[config.mk]
export PLATFORM = sky130hd
export DESIGN_NAME = rr_packet_arbiter_flat
export DESIGN_NICKNAME = d
export VERILOG_FILES = /design/src/rtl/noc_arb_pkg.sv /design/src/rtl/rr_packet_arbiter_if.sv /design/src/rtl/rr_priority_pick.sv /design/src/rtl/rr_packet_arbiter.sv /design/src/flat_wrapper.sv
export SDC_FILE = /design/constraint.sdc
export NUM_CORES = 1
export LEC_CHECK = 0
export CORE_MARGIN = 2
export CORE_UTILIZATION = 57
export DETAILED_ROUTE_END_ITERATION = 7
export GPL_ROUTABILITY_DRIVEN = 0
export HOLD_SLACK_MARGIN = 0.05
export PLACE_DENSITY = 0.89
export SLEW_MARGIN = 5
export SYNTH_ARGS = -nofsm -noshare
export SYNTH_HDL_FRONTEND = slang
export SYNTH_SLANG_ARGS = --single-unit
[constraint.sdc]
create_clock -name clk -period 6.78 [get_ports clk]
set_input_delay 1.356 -clock clk [delete_from_list [all_inputs] [get_ports clk]]
set_output_delay 1.356 -clock clk [all_outputs]
set_load 0.01 [all_outputs]
[src/rtl/noc_arb_pkg.sv]
// Shared types and helpers for the mesh router output-port arbiters.
package noc_arb_pkg;

  typedef enum logic {
    ARB_IDLE   = 1'b0,
    ARB_LOCKED = 1'b1
  } arb_state_t;

  localparam int NOC_NUM_PORTS = 5;

  // Modulo increment; never returns a value >= n.
  function automatic int unsigned next_idx(input int unsigned idx, input int unsigned n);
    return (idx + 1 >= n) ? 0 : idx + 1;
  endfunction

endpackage

[src/rtl/rr_packet_arbiter_if.sv]
// Requester/downstream handshake bundle for one router output port arbiter.
interface rr_packet_arbiter_if #(
  parameter int NUM_REQ = noc_arb_pkg::NOC_NUM_PORTS,
  parameter int IDX_W   = $clog2(NUM_REQ)
);
  logic [NUM_REQ-1:0] req;
  logic [NUM_REQ-1:0] req_last;
  logic               out_ready;
  logic [NUM_REQ-1:0] gnt_onehot;
  logic [IDX_W-1:0]   gnt_idx;
  logic               gnt_valid;
  logic               locked;

  modport master (
    output req, req_last, out_ready,
    input  gnt_onehot, gnt_idx, gnt_valid, locked
  );

  modport slave (
    input  req, req_last, out_ready,
    output gnt_onehot, gnt_idx, gnt_valid, locked
  );
endinterface

[src/rtl/rr_priority_pick.sv]
// Combinational rotating-priority picker: the first asserted req at or after
// 'start' (wrapping) wins. start must be < N.
module rr_priority_pick #(
  parameter int N     = 5,
  parameter int IDX_W = $clog2(N)
) (
  input  logic [N-1:0]     req,
  input  logic [IDX_W-1:0] start,
  output logic [N-1:0]     win_onehot,
  output logic [IDX_W-1:0] win_idx,
  output logic             any
);
  logic [2*N-1:0] req_dbl;
  logic [2*N-1:0] req_shift;
  logic [N-1:0]   rot;
  logic [N-1:0]   first_rot;
  logic [N:0]     seen;
  logic [2*N-1:0] back_dbl;
  logic [2*N-1:0] back_shift;
  logic [IDX_W:0] pos;
  logic [IDX_W:0] sum;
  logic [IDX_W:0] wrapped;

  // Rotate so that 'start' lands on bit 0; doubling avoids a modulo on each bit.
  assign req_dbl   = {req, req};
  assign req_shift = req_dbl >> start;
  assign rot       = req_shift[N-1:0];

  assign seen[0] = 1'b0;
  generate
    for (genvar gi = 0; gi < N; gi++) begin : g_prio
      assign first_rot[gi] = rot[gi] & ~seen[gi];
      assign seen[gi+1]    = seen[gi] | rot[gi];
    end
  endgenerate

  assign any = seen[N];

  assign back_dbl   = {first_rot, first_rot};
  assign back_shift = back_dbl << start;
  assign win_onehot = back_shift[2*N-1:N];

  always_comb begin
    pos = '0;
    for (int i = 0; i < N; i++) begin
      if (first_rot[i]) pos = (IDX_W+1)'(i);
    end
    sum     = {1'b0, start} + pos;
    wrapped = (sum >= (IDX_W+1)'(N)) ? sum - (IDX_W+1)'(N) : sum;
  end

  assign win_idx = wrapped[IDX_W-1:0];
endmodule

[src/rtl/rr_packet_arbiter.sv]
// N-way round-robin output-port arbiter with wormhole lock from head to tail flit.
module rr_packet_arbiter
  import noc_arb_pkg::*;
#(
  parameter int NUM_REQ = NOC_NUM_PORTS,
  parameter int IDX_W   = $clog2(NUM_REQ)
) (
  input  logic                clk,
  input  logic                reset,
  rr_packet_arbiter_if.slave  arb
);
  arb_state_t       state_q, state_d;
  logic [IDX_W-1:0] ptr_q, ptr_d;
  logic [IDX_W-1:0] lock_idx_q, lock_idx_d;

  logic [IDX_W-1:0]   start_idx;
  logic [NUM_REQ-1:0] pick_onehot;
  logic [IDX_W-1:0]   pick_idx;
  logic               pick_any;

  logic [NUM_REQ-1:0] gnt_onehot_c;
  logic [IDX_W-1:0]   gnt_idx_c;
  logic               gnt_valid_c;
  logic               xfer;

  assign start_idx = IDX_W'(next_idx(32'(ptr_q), NUM_REQ));

  rr_priority_pick #(
    .N     (NUM_REQ),
    .IDX_W (IDX_W)
  ) u_pick (
    .req        (arb.req),
    .start      (start_idx),
    .win_onehot (pick_onehot),
    .win_idx    (pick_idx),
    .any        (pick_any)
  );

  // Grant is combinational so a flit can move in the same cycle it is requested.
  always_comb begin
    gnt_onehot_c = '0;
    gnt_idx_c    = '0;
    gnt_valid_c  = 1'b0;
    if (state_q == ARB_LOCKED) begin
      gnt_onehot_c[lock_idx_q] = 1'b1;
      gnt_idx_c                = lock_idx_q;
      gnt_valid_c              = arb.req[lock_idx_q];
    end else begin
      gnt_onehot_c = pick_onehot;
      gnt_idx_c    = pick_idx;
      gnt_valid_c  = pick_any;
    end
    if (reset) begin
      gnt_onehot_c = '0;
      gnt_idx_c    = '0;
      gnt_valid_c  = 1'b0;
    end
  end

  assign xfer = gnt_valid_c & arb.out_ready;

  always_comb begin
    state_d    = state_q;
    ptr_d      = ptr_q;
    lock_idx_d = lock_idx_q;
    if (xfer) begin
      if (state_q == ARB_IDLE) begin
        ptr_d = pick_idx;
        if (!arb.req_last[pick_idx]) begin
          state_d    = ARB_LOCKED;
          lock_idx_d = pick_idx;
        end
      end else if (arb.req_last[lock_idx_q]) begin
        // ptr was set to the owner when the head flit moved.
        state_d = ARB_IDLE;
      end
    end
  end

  always_ff @(posedge clk) begin
    if (reset) begin
      state_q    <= ARB_IDLE;
      ptr_q      <= IDX_W'(NUM_REQ - 1);
      lock_idx_q <= '0;
    end else begin
      state_q    <= state_d;
      ptr_q      <= ptr_d;
      lock_idx_q <= lock_idx_d;
    end
  end

  assign arb.gnt_onehot = gnt_onehot_c;
  assign arb.gnt_idx    = gnt_idx_c;
  assign arb.gnt_valid  = gnt_valid_c;
  assign arb.locked     = (state_q == ARB_LOCKED) & ~reset;
endmodule

[src/flat_wrapper.sv]
// flat-port wrapper written by rule: the top's interface ports become plain ports
module rr_packet_arbiter_flat import noc_arb_pkg::*;
#(
  parameter int NUM_REQ = NOC_NUM_PORTS,
  parameter int IDX_W   = $clog2(NUM_REQ)
)
  (clk, reset, arb_req, arb_req_last, arb_out_ready, arb_gnt_onehot, arb_gnt_idx, arb_gnt_valid, arb_locked);
  rr_packet_arbiter_if #(.NUM_REQ(NUM_REQ), .IDX_W(IDX_W)) arb_i ();
  input  logic clk;
  input  logic reset;
  input wire logic [$bits(arb_i.req)-1:0] arb_req;
  input wire logic [$bits(arb_i.req_last)-1:0] arb_req_last;
  input wire logic [$bits(arb_i.out_ready)-1:0] arb_out_ready;
  output wire logic [$bits(arb_i.gnt_onehot)-1:0] arb_gnt_onehot;
  output wire logic [$bits(arb_i.gnt_idx)-1:0] arb_gnt_idx;
  output wire logic [$bits(arb_i.gnt_valid)-1:0] arb_gnt_valid;
  output wire logic [$bits(arb_i.locked)-1:0] arb_locked;
  assign arb_i.req = arb_req;
  assign arb_i.req_last = arb_req_last;
  assign arb_i.out_ready = arb_out_ready;
  assign arb_gnt_onehot = arb_i.gnt_onehot;
  assign arb_gnt_idx = arb_i.gnt_idx;
  assign arb_gnt_valid = arb_i.gnt_valid;
  assign arb_locked = arb_i.locked;
  rr_packet_arbiter #(.NUM_REQ(NUM_REQ), .IDX_W(IDX_W)) u_core (.clk(clk), .reset(reset), .arb(arb_i));
endmodule
==> out/metrics.yaml <==
grt:
  grt_pass1_vias: 1983
  use_met2: 0.545
  use_met3: 0.0597
  grtUsageTotal: 0.319
  grt_max_degree: 18
  antenna_found_initial: 0
  globalRouteOverflowTotal: 0
  busiest_layer: "met2"
  met1_usage: 0.395
  grt_pass1_wl_mm: 8.96
timing:
  skew_ps: 1.19
  rsz0062_at_grt: "no"
  max_slew_margin: 0.593
  worst_slew_pin_slew_ps: 610
  tns_ps: 0
  clock.fmax_mhz: 154
  drv_slew: 0
  fin_crit_sh: 0.956
  finalHoldViolations: 0
  fin_crit_ps: 6480
  finalSetupViolCount: 0
placement:
  place_hpwl_mm: 4.28
  place_area_um2: 2110
  io_buffers: 22
clock_tree:
  cts.sinks: 7
  cts_tree: "yes"
  cts.hold.buffers_added: 0
  cts_buffers: 3
  cts_buffer_depth: 2
  cts_root_buffer: "clkbuf_4"
  clkTransAtPathRegs_ps: 50
  htree_levels: 1
  clock_latency_ps: 260
route:
  antenna_left: 0
  num_vias: 2277
  drcViolationCount: 0
  drt_first_pass_iters: 5
  routed_wl_mm: 5.71
  wl_per_cell_um: 17.4
  viasPerCell: 6.94
  drtIter0Drc: 245
critical_path:
  r2r_setup_slack_ps: 1790
  worst_setup_path_start_kind: "input port"
  critPathKind: "in2out"
  reg2reg_from: "u_core.ptr_q[0]"
  critical_path_buf_inv_count: 3
  slowest_stage: "clkdlybuf4s50_1"
  critPathTopFamily: "buffers and inverters"
  crit_chain: "clkdlybuf4s50_1 > o21a_1 > a21oi_2 > mux2i_1 > mux2_2 > nand2b_1 > nand2_1 > ha_1 > ha_2 > inv_1 > ha_1 > nand2b_1 > a21oi_4 > xnor2_2 > mux2i_1 > nor2_1 > clkdlybuf4s50_1"
  cp.required_ps: 5420
  cp.arrival_ps: 5120
  cpPeakStageDelay_ps: 540
  cp-startpoint: "arb_req[1]"
  path_max_fanout: 7
  end_kind: "output pin"
synth:
  synth_edf_count: 0
  netlist_area_um2: 1830
  syn_avg_cell_area_um2: 7.11
  synthArstFlopShare: 0
  synthAdderAreaFrac: 0.0479
  yosysWarningCount: 0
  synth_ff_type: "dfxtp_1"
  yosysSeqAreaShare: 0.0767
  synth_xor_area_frac: 0.00959
  syn-instance-count: 257
  synth-compound-area-share: 0.377
  synth_top_family_by_area: "compound AO/OA/AOI/OAI gates"
  ys_ff_latch: 7
  syn-num-nets: 277
  synthMuxAreaShare: 0.139
  synthSimpleGateAreaFrac: 0.278
  synth_cell_types: 59
finish:
  nets: 305
  final_cell_mix: "23 x nor2_1, 21 x nand2_1, 20 x clkdlybuf4s50_1, 19 x buf_4, 15 x mux2i_1"
  n_antenna_cell: 0
  final_common_cell: "nor2_1"
  design_area_um2: 2230
  area_delta_synth_final_pct: 21.8
  drive_gt1_frac: 0.180
  num-fill-cells: 233
min_path:
  holdCritPathClass: "reg2reg"
  hp-start: "u_core.lock_idx_q[2]"
floorplan:
  initial_core_util: 0.598
  core_um2: 3050
  dieArea_um2: 3670
  num_rows: 20
  fp.dieH_um: 60.6
  die_w_um: 60.6
  num_io_pins: 23
power_and_ir_drop:
  ir_worst_vdd_mv: 0.139
  powerDensity_nw_per_um2: 160
  p_leak_nw: 0.878
job:
  cap_violations: 0
run_status:
  status: "complete, no violations"
==> tightest hold or removal path: stages (launching register included) <==
cell	delay [ps]
dfxtp_1	390
nand2_1	100
o21ai_1	50
==> sequential cells by signal, indices dropped and copies added (netlist names) <==
name               flops
u_core.ptr_q           3
u_core.lock_idx_q      3
u_core.state_q         1
==> report_power, final <==
| group | internal [W] | switching (W) |
|---|---|---|
| Combinational | 0.000116 | 0.000137 |
| Sequential | 0.0000464 | 0.0000154 |
| Clock | 0.0000226 | 0.0000178 |
| Total | 0.000185 | 0.000170 |
==> cell families after synthesis <==
| group | Yosys count |
|---|---|
| xor gates and xnor gates | 2 |
| muxes | 22 |
| and+or+nand+nor | 99 |
| DFF | 7 |
| buffers and inverters | 27 |
| AOI/OAI and AO/OA | 93 |
| adders and majority gates | 7 |
==> Yosys cell counts, drive strengths merged, types with 3 or more instances <==
cell	count	area share
nor2b	5	0.017
nand3	11	0.030
buf	8	0.032
nor2	23	0.047
a211oi	15	0.067
nand3b	3	0.012
or3	3	0.010
nand2	21	0.043
o2111ai	5	0.024
o21ai	18	0.049
or4	3	0.014
dfxtp	7	0.077
a21oi	21	0.072
inv	9	0.020
o21a	6	0.025
o211ai	3	0.020
nor4	3	0.010
clkbuf	10	0.021
nor3b	3	0.012
o32ai	4	0.019
mux2	4	0.025
ha	7	0.048
a21o	3	0.012
and3	3	0.010
nand2b	7	0.024
mux2i	16	0.090
nor3	6	0.016
a31oi	4	0.014
==> worst paths after layout <==
check | to | depth (start not counted)
worst max-delay path | arb_gnt_idx[0] | 17
worst min register to register | u_core.lock_idx_q[2] | 2
worst max register to register | u_core.lock_idx_q[0] | 18
worst min-delay path | u_core.lock_idx_q[2] | 2
==> through the flow <==
| stage | std cells | setup WS [ps] | hold slack, ps | total power [W] | util |
|---|---|---|---|---|---|
| finish | 328 | 301 | 588 | 0.000356 | 0.729 |
| global route | 328 | 47.6 | 616 | 0.000377 | 0.729 |
| CTS | 324 | 3.74 | 583 | 0.000340 | 0.705 |
| detailed placement | 319 | 20.2 | 574 | 0.000297 | 0.692 |
| global placement | 319 | 162 | 563 | 0.000291 | 0.692 |
| floorplan | 257 | 1070 | 528 | 0.000223 | - |
==> final cells by class <==
type / instances / area [um2] / share of cell area
Timing Repair Buffer: 41 / 368 / 0.165
Inverter: 9 / 36.3 / 0.0163
Clock buffer: 4 / 26.3 / 0.0118
Multi-Input combinational cell: 223 / 1600 / 0.719
Sequential cell: 7 / 140 / 0.0630
Tap cell: 44 / 55.1 / 0.0247
==> metal layers <==
layer,share of wire,up-vias
li1,-,1042
met1,0.39,1054
met2,0.47,154
met3,0.096,27
met4,0.041,0
met5,0,-
==> what timing repair did <==
item / CTS / global route
pin swaps: 0 / 3
endpoints found under the setup margin: 2 / 3
gates cloned: 0 / 0
setup buffers: 1 / 4
resized for setup: 1 / 12
Note: power is estimated with default switching activity, not from simulation.
